$ cat config.mk
export PLATFORM = sky130hd
export DESIGN_NAME = ft232h_sync_fifo_ctrl
export DESIGN_NICKNAME = d
export VERILOG_FILES = /design/src/rtl/ft232h_sync_fifo_ctrl.sv
export SDC_FILE = /design/constraint.sdc
export NUM_CORES = 1
export LEC_CHECK = 0
export CORE_MARGIN = 2
export CORE_UTILIZATION = 45
export CTS_BUF_LIST = sky130_fd_sc_hd__clkbuf_8
export CTS_CLUSTER_SIZE = 14
export DETAILED_ROUTE_END_ITERATION = 10
export GPL_ROUTABILITY_DRIVEN = 0
export PLACE_DENSITY = 0.75
export SLEW_MARGIN = 20
export SYNTH_ARGS = -nofsm -noshare
export SYNTH_HDL_FRONTEND = slang
export SYNTH_SLANG_ARGS = --single-unit
$ cat constraint.sdc
create_clock -name clk -period 3.01 [get_ports clk]
set_input_delay 0.602 -clock clk [delete_from_list [all_inputs] [get_ports clk]]
set_output_delay 0.602 -clock clk [all_outputs]
set_load 0.005 [all_outputs]
$ cat src/rtl/ft232h_sync_fifo_ctrl.sv
// FT232H FT245-synchronous FIFO controller: arbitrates ADBUS between host->FPGA
// reads and FPGA->host writes, runs bus turnaround and bounds bursts.
module ft232h_sync_fifo_ctrl #(
  parameter int unsigned MAX_BURST     = 64,
  parameter int unsigned RX_SKID_DEPTH = 4
) (
  input  logic       clk,
  input  logic       reset,
  input  logic       i_rxf_n,
  input  logic       i_txe_n,
  output logic       o_rd_n,
  output logic       o_wr_n,
  output logic       o_siwu_n,
  output logic       o_oe_n,
  input  logic [7:0] i_adbus,
  output logic [7:0] o_adbus,
  output logic       o_adbus_oe,
  output logic [7:0] o_rx_data,
  output logic       o_rx_valid,
  input  logic       i_rx_ready,
  input  logic [7:0] i_tx_data,
  input  logic       i_tx_valid,
  output logic       o_tx_ready
);

  localparam int unsigned CW  = $clog2(MAX_BURST + 1);
  localparam int unsigned CW1 = CW + 1;
  localparam int unsigned AW  = $clog2(RX_SKID_DEPTH);
  localparam int unsigned SW  = AW + 1;

  typedef enum logic [2:0] {
    IDLE   = 3'd0,
    RX_OE  = 3'd1,
    RX_RD  = 3'd2,
    RX_END = 3'd3,
    TX_WR  = 3'd4,
    TURN   = 3'd5
  } state_t;

  state_t         state;
  logic [CW-1:0]  burst_cnt;
  logic [CW1-1:0] burst_nxt;
  logic [CW-1:0]  burst_sat;
  logic           burst_hit;
  logic           prio_rx;
  logic           served_rx;

  logic [7:0]     skid_mem [RX_SKID_DEPTH];
  logic [AW-1:0]  wr_ptr;
  logic [AW-1:0]  rd_ptr;
  logic [SW-1:0]  skid_cnt;
  logic [SW-1:0]  skid_free;

  logic           rx_pend;
  logic           tx_pend;
  logic           push;
  logic           pop;
  logic           tx_active;
  logic           tx_xfer;

  // Pending qualifiers, skid handshakes and saturating burst count
  always_comb begin
    skid_free = SW'(RX_SKID_DEPTH) - skid_cnt;
    rx_pend   = !i_rxf_n && (skid_free >= SW'(2));
    tx_pend   = !i_txe_n && i_tx_valid;
    push      = !o_rd_n && !i_rxf_n;
    pop       = o_rx_valid && i_rx_ready;
    tx_active = (state == TX_WR);
    tx_xfer   = tx_active && tx_pend;
    burst_nxt = {1'b0, burst_cnt} + CW1'(push || tx_xfer);
    burst_hit = (burst_nxt >= CW1'(MAX_BURST));
    burst_sat = burst_hit ? CW'(MAX_BURST) : burst_nxt[CW-1:0];
  end

  // Write side follows TXE#/valid in the same cycle so a strobed byte is always the accepted one
  always_comb begin
    o_tx_ready = tx_active && !i_txe_n;
    o_wr_n     = !(tx_active && i_tx_valid && !i_txe_n);
    o_adbus    = tx_active ? i_tx_data : 8'h00;
  end

  assign o_siwu_n   = 1'b1;
  assign o_rx_data  = skid_mem[rd_ptr];
  assign o_rx_valid = (skid_cnt != SW'(0));

  // Bus arbitration FSM; strobes and drive enable are registered on each transition
  always_ff @(posedge clk) begin
    if (reset) begin
      state      <= IDLE;
      o_rd_n     <= 1'b1;
      o_oe_n     <= 1'b1;
      o_adbus_oe <= 1'b0;
      burst_cnt  <= '0;
      prio_rx    <= 1'b1;
      served_rx  <= 1'b0;
    end else begin
      burst_cnt <= burst_sat;
      case (state)
        IDLE: begin
          burst_cnt <= '0;
          if (rx_pend && (prio_rx || !tx_pend)) begin
            state  <= RX_OE;
            o_oe_n <= 1'b0;
          end else if (tx_pend) begin
            state      <= TX_WR;
            o_adbus_oe <= 1'b1;
          end
        end
        RX_OE: begin
          state     <= RX_RD;
          o_rd_n    <= 1'b0;
          burst_cnt <= '0;
        end
        RX_RD: begin
          // RD# deasserts a cycle late, so leave while at least one slot remains
          if (i_rxf_n || (skid_free < SW'(2)) || (burst_hit && tx_pend)) begin
            state     <= RX_END;
            o_rd_n    <= 1'b1;
            served_rx <= 1'b1;
          end
        end
        RX_END: begin
          state  <= TURN;
          o_oe_n <= 1'b1;
        end
        TX_WR: begin
          if (!tx_pend || (burst_hit && rx_pend)) begin
            state      <= TURN;
            o_adbus_oe <= 1'b0;
            served_rx  <= 1'b0;
          end
        end
        TURN: begin
          state   <= IDLE;
          prio_rx <= !served_rx;
        end
        default: begin
          state      <= IDLE;
          o_rd_n     <= 1'b1;
          o_oe_n     <= 1'b1;
          o_adbus_oe <= 1'b0;
        end
      endcase
    end
  end

  // Skid pointers and occupancy
  always_ff @(posedge clk) begin
    if (reset) begin
      wr_ptr   <= '0;
      rd_ptr   <= '0;
      skid_cnt <= '0;
    end else begin
      if (push) wr_ptr <= wr_ptr + AW'(1);
      if (pop)  rd_ptr <= rd_ptr + AW'(1);
      skid_cnt <= skid_cnt + SW'(push) - SW'(pop);
    end
  end

  // Skid storage
  always_ff @(posedge clk) begin
    if (push) skid_mem[wr_ptr] <= i_adbus;
  end

endmodule

# Yosys cells after proc, flatten, opt, wreduce, memory -nomap -nowiden

Memories as Yosys holds them, arrays and structs flattened. A register that Yosys moved wholly into a read port is not among the register bits.
Index checks and enable logic that the tools add are counted.

RAM bits: 32
Memories: 1
Word-level logic and storage cells: 90
Bits in registers: 22
Output and inout port bits: 23

Bitwise logic cells: 3
$lt $le $gt $ge: 3
Multiplexer cells: 20
Add/sub/neg operators: 6
Equality and inequality tests: 11
Reductions and logical operators: 35

Memory list:

| memory   | words | width | read ports | clocked after Yosys merged registers in | wr ports | line | text |
|---|---|---|---|---|---|---|---|
| skid_mem | 4     | 8     | 1          | 1                                       | 1        | 48   | `logic [7:0] skid_mem [RX_SKID_DEPTH];` |

Operators by type and width:

| operator                                             | number |
|---|---|
| OR reduction 4 bit                                   | 4 |
| case mux 3 bit (5 select lines)                      | 1 |
| 2-to-1 mux 3 bit                                     | 4 |
| logical AND 1 bit                                    | 11 |
| adder 7 x 1 -> 8 bit                                 | 1 |
| >= comparator 8 x 7 -> 1 bit (second input constant) | 1 |
| 2-to-1 mux 8 bit                                     | 1 |
| inequality test 2 bit (second input constant)        | 4 |
| 2-to-1 mux 1 bit                                     | 7 |
| 2-to-1 mux 7 bit                                     | 1 |
| == test 3 x 2 -> 1 bit (second input constant)       | 2 |
| == test 3 bit (second input constant)                | 2 |
| logical NOT 1 bit                                    | 6 |
| case mux 1 bit (3 select lines)                      | 2 |
| AND reduction 3 bit                                  | 2 |
| logical OR 1 bit                                     | 5 |
| adder 2 x 1 -> 2 bit (second input constant)         | 2 |
| 2-to-1 mux 2 bit                                     | 2 |
| case mux 1 bit (2 select lines)                      | 2 |
| AND reduction 2 bit                                  | 2 |
| AND reduction 4 bit                                  | 1 |
| adder 3 x 1 -> 3 bit                                 | 1 |
| == test 3 x 1 -> 1 bit (second input constant)       | 1 |
| >= comparator 3 x 2 -> 1 bit (second input constant) | 1 |
| other kinds (10)                                     | 12 |

# Longest topological paths before layout

Word-level depth: 10
Mapped depth: 12
Depth with buffers taken out: 12

# Worst setup path before layout

OpenSTA, ideal clock, no wires.

Path type: input-to-reg
Start point: input port i_tx_valid
End point: register state[2]
Path slack: 0.500 ns
Cell stages on the path: 9
Required time: 2.894 ns
Setup time: 0.116 ns
Buffers on the path: 0
Arrival time: 2.394 ns
Cells stage by stage: nor2b_1 > nand3_1 > nand2_1 > ha_1 > ha_1 > a31o_2 > a31oi_4 > a211o_2 > o211a_1

Longest elaborated chain between the ends: 9

Ends and longest elaborated chain:

| element                                                                           | line     | text |
|---|---|---|
| start: declaration                                                                | 22       | `input logic i_tx_valid,` |
| logical AND 1 bit *                                                               | 65       | `tx_pend = !i_txe_n && i_tx_valid;` |
| logical AND 1 bit                                                                 | 69       | `tx_xfer = tx_active && tx_pend;` |
| logical OR 1 bit                                                                  | 70       | `burst_nxt = {1'b0, burst_cnt} + CW1'(push \|\| tx_xfer);` |
| adder 7 x 1 -> 8 bit                                                              | 70       |  |
| >= comparator 8 x 7 -> 1 bit                                                      | 71       | `burst_hit = (burst_nxt >= CW1'(MAX_BURST));` |
| logical AND 1 bit (on tied branches)                                              | 127, 116 |  |
| logical OR 1 bit (on tied branches)                                               | 127, 116 |  |
| inequality test 2 x 1 -> 1 bit (no line) or inequality test 2 bit (tied branches) | --       |  |
| AND reduction 3 bit (no line)                                                     | --       |  |
| end signal: assignment                                                            | 128      | `state <= TURN;` |
| end signal: assignment                                                            | 134      | `state <= IDLE;` |
| end signal: assignment                                                            | 138      | `state <= IDLE;` |
| end: declaration                                                                  | 40       | `state_t state;` |

Every way passes the cells marked *; elsewhere a longest branch is shown, timed or not.
A chain may end at the register's enable or synchronous reset.

==> impl_metrics.tcl <==
set metrics [dict create \
    syn2layout_area_growth_pct 24.03 \
    grt_pass1_wl_um 7058 \
    cts_tree "built" \
    post-dp-hpwl_um 3095 \
    tightest_slew_ps 548.4 \
    routed_wirelength_um 4151 \
    criticalPathCategory "flip-flop to output port" \
    synth_flop_cell "edfxtp_1" \
    p_comb_share_pct 38.0 \
    p_sw_uw 716.4 \
    crit_path_top_delay_cell "dfxtp_1" \
    vdd_drop_max_v 0.0004651 \
    crit_arrival_ps 2030 \
    start_util_pct 45.85 \
    seqPwrFrac_pct 44.3 \
    netlist-cell-type-count 44 \
    synth_seq_cells 56 \
    clkSinkCount 56 \
    status "finished, final reports clean" \
    drv_slew 0 \
    antennaDiodeCount 0 \
    cp_slowest_stage_delay_ps 680 \
    num_vias 1604 \
    first_global_vias 1562 \
    clk-insertion-delay-late_ps 310 \
    clk_pin_slew_ps 100 \
    drt_iter0_drc 43 \
    yosys.area_share.simple_pct 12.90 \
    clock_path_buffers 2 \
    htree_num_levels 2 \
    cts_hold_buffers 0 \
    grt_antenna_before_repair 0 \
    rsz0062_at_grt "false" \
    ys_seq_area_share_pct 57.80 \
    layout_common_cells "43 x clkdlybuf4s50_1, 32 x edfxtp_1, 24 x dfxtp_1, 20 x nor2_1, 15 x inv_1" \
    synth_compound_area_share_pct 7.827 \
    muxShareOfSynthArea_pct 7.225 \
    die_w_um 78.44 \
    yosys_warnings 0 \
    fin_crit_sh_pct 87.30 \
    fill_cells 460 \
    ctsResizeCount 0 \
    crit_required_ps 2410 \
    mostFrequentLayoutCell "clkdlybuf4s50_1" \
    end_kind "output port" \
    fmax_ghz 0.3806 \
    crit_fanout 8 \
    wl_met2_um 2063 \
    grt_usage_pct 14.42 \
    holdWs_ps 497.0 \
    synth_top_family_by_area "simple AND/OR/NAND/NOR gates" \
    hold_viol_final 0 \
    setup_viol_count_final 0 \
    power.density_nw_per_um2 738.5 \
    fp.dieH_um 78.44 \
    crit_chain "mux4_2 -> clkdlybuf4s50_1" \
    viasPerCell 5.076 \
    ios 45 \
    firstDrtPassIters 4 \
    dr_wl_met3_um 243 \
    synth-xor-area-share_pct 3.512 \
    routedLengthMet1_um 1811 \
    start_kind "flip-flop" \
    wl_per_cell_um 13.14 \
    core-area_sq_um 5439 \
    drive_gt1_share_pct 11.07 \
    yosysTopAreaCellShare_pct 38.53 \
    synthAdderAreaFrac_pct 6.322 \
    synth_area_leaders "edfxtp_1 39%, dfxtp_1 19%, mux4_2 7.2%" \
    cts_buffers 5 \
    syn_nets 232 \
    ant_nets 0 \
    max_slew_margin_pct 63.39 \
    maxCapViolations 0 \
    swShare_pct 31.36 \
    cts_root_buffer "clkbuf_8" \
    highest_layer "met4" \
    overflow 0 \
    period_needed_ps 2628 \
    syn_area_sq_um 2494 \
    fin_skew_ps 8.229 \
    port_buffers 43 \
    synthCells 198 \
    p_int_mw 1.568 \
    synth_area_leader_cell "edfxtp_1" \
    synth_area_per_cell_sq_um 12.59 \
    synth_edf_count 32 \
    hold_class "flip-flop to flip-flop" \
    fp-row-count 27 \
    clockPowerShare_pct 17.7 \
    fin_nets 277 \
    drc 0 \
    p_leak_nw 1.149 \
    post_cts_buffers 0 \
    synthArstFlopShare_pct 0 \
    grt_start_max_net_pins 23 \
    die_area_sq_um 6153 \
    fin_setup_tns_ps 0 \
]
[state kept, by name, indices dropped and copies added, names as in the netlist, named ones only]
register    count
skid_cnt        3
served_rx       1
o_adbus_oe      1
o_oe_n          1
skid_mem       32
o_rd_n          1
rd_ptr          2
state           3
wr_ptr          2
prio_rx         1
burst_cnt       7
[cell type report]
cell class                      instances  area [sq um]  share of cell area, %
Multi-Input combinational cell        117         945.9                  30.58
Inverter                               15         56.30                  1.820
Tap cell                               72         90.09                  2.913
Sequential cell                        56          1441                  46.60
Clock buffer                            5         68.82                  2.225
Clock inverter                          3         22.52                 0.7282
Timing Repair Buffer                   48         467.9                  15.13
[through the flow]
step | area, sq um | setup WS (ps) | utilization (%) | total power, mW | cells
global placement | 3002 | 227.3 | 55.19 | 1.896 | 308
finish | 3093 | 382.3 | 56.87 | 2.284 | 316
CTS | 3093 | 330.5 | 56.87 | 2.318 | 316
floorplan | 2494 | 500.1 | - | 1.567 | 198
detailed placement | 3002 | 109.1 | 55.19 | 1.907 | 308
global route | 3093 | 221.6 | 56.87 | 2.446 | 316
[synthesized netlist by cell type, types with 2 or more instances]
cell      instances
nand2_1           7
clkbuf_1          6
nor2b_1           3
a21oi_1           6
or3b_1            2
nor3_1            3
and3_1            9
inv_1            15
a211o_1           2
and2_1            4
ha_1             11
o21ai_1           2
dfxtp_1          24
nor3b_1           2
nand2b_1          2
nand3_1           5
nor2_1           20
o21bai_1          2
xnor2_1           6
xor2_1            4
mux4_2            8
edfxtp_1         32
o21ai_0           2
[routing by layer]
layer | vias up | GRT usage, %
met5 | - | 0
met4 | 0 | 3.158
met3 | 4 | 3.678
met2 | 49 | 25.26
met1 | 760 | 18.01
li1 | 791 | -
[kinds of logic (layout without fill, tap and decap cells)]
logic type	after synthesis	after routing
compound gates	25	25
xor+xnor	10	10
fa+ha+maj	12	12
buf+inv	25	71
flops	56	56
mux	8	8
other cells	1	1
simple gates	61	61
[worst paths after layout]
kind,startpoint,cells after the start,endpoint,slack [ps]
worst max-delay path,flip-flop,2,o_rx_data[3],380
worst min-delay path,prio_rx,1,prio_rx,500
worst max register to register,skid_cnt[1],12,skid_cnt[2],530
worst min register to register,prio_rx,1,prio_rx,500
[power by group through the flow]
stage | Clock, mW | Sequential [mW] | Combinational (mW)
after CTS | 0.424 | 1.02 | 0.879
after global routing | 0.445 | 1.03 | 0.969
after global placement | 0 | 1.03 | 0.865
final | 0.404 | 1.01 | 0.867
after detailed placement | 0 | 1.03 | 0.875
after floorplan | 0 | 0.966 | 0.601
[critical path, delay by kind of cell (launching register included)]
family | cells | cell delay [ps]
buf+inv | 1 | 460
mux | 1 | 580
flops | 1 | 680
Note: power is estimated with default switching activity, not from simulation.
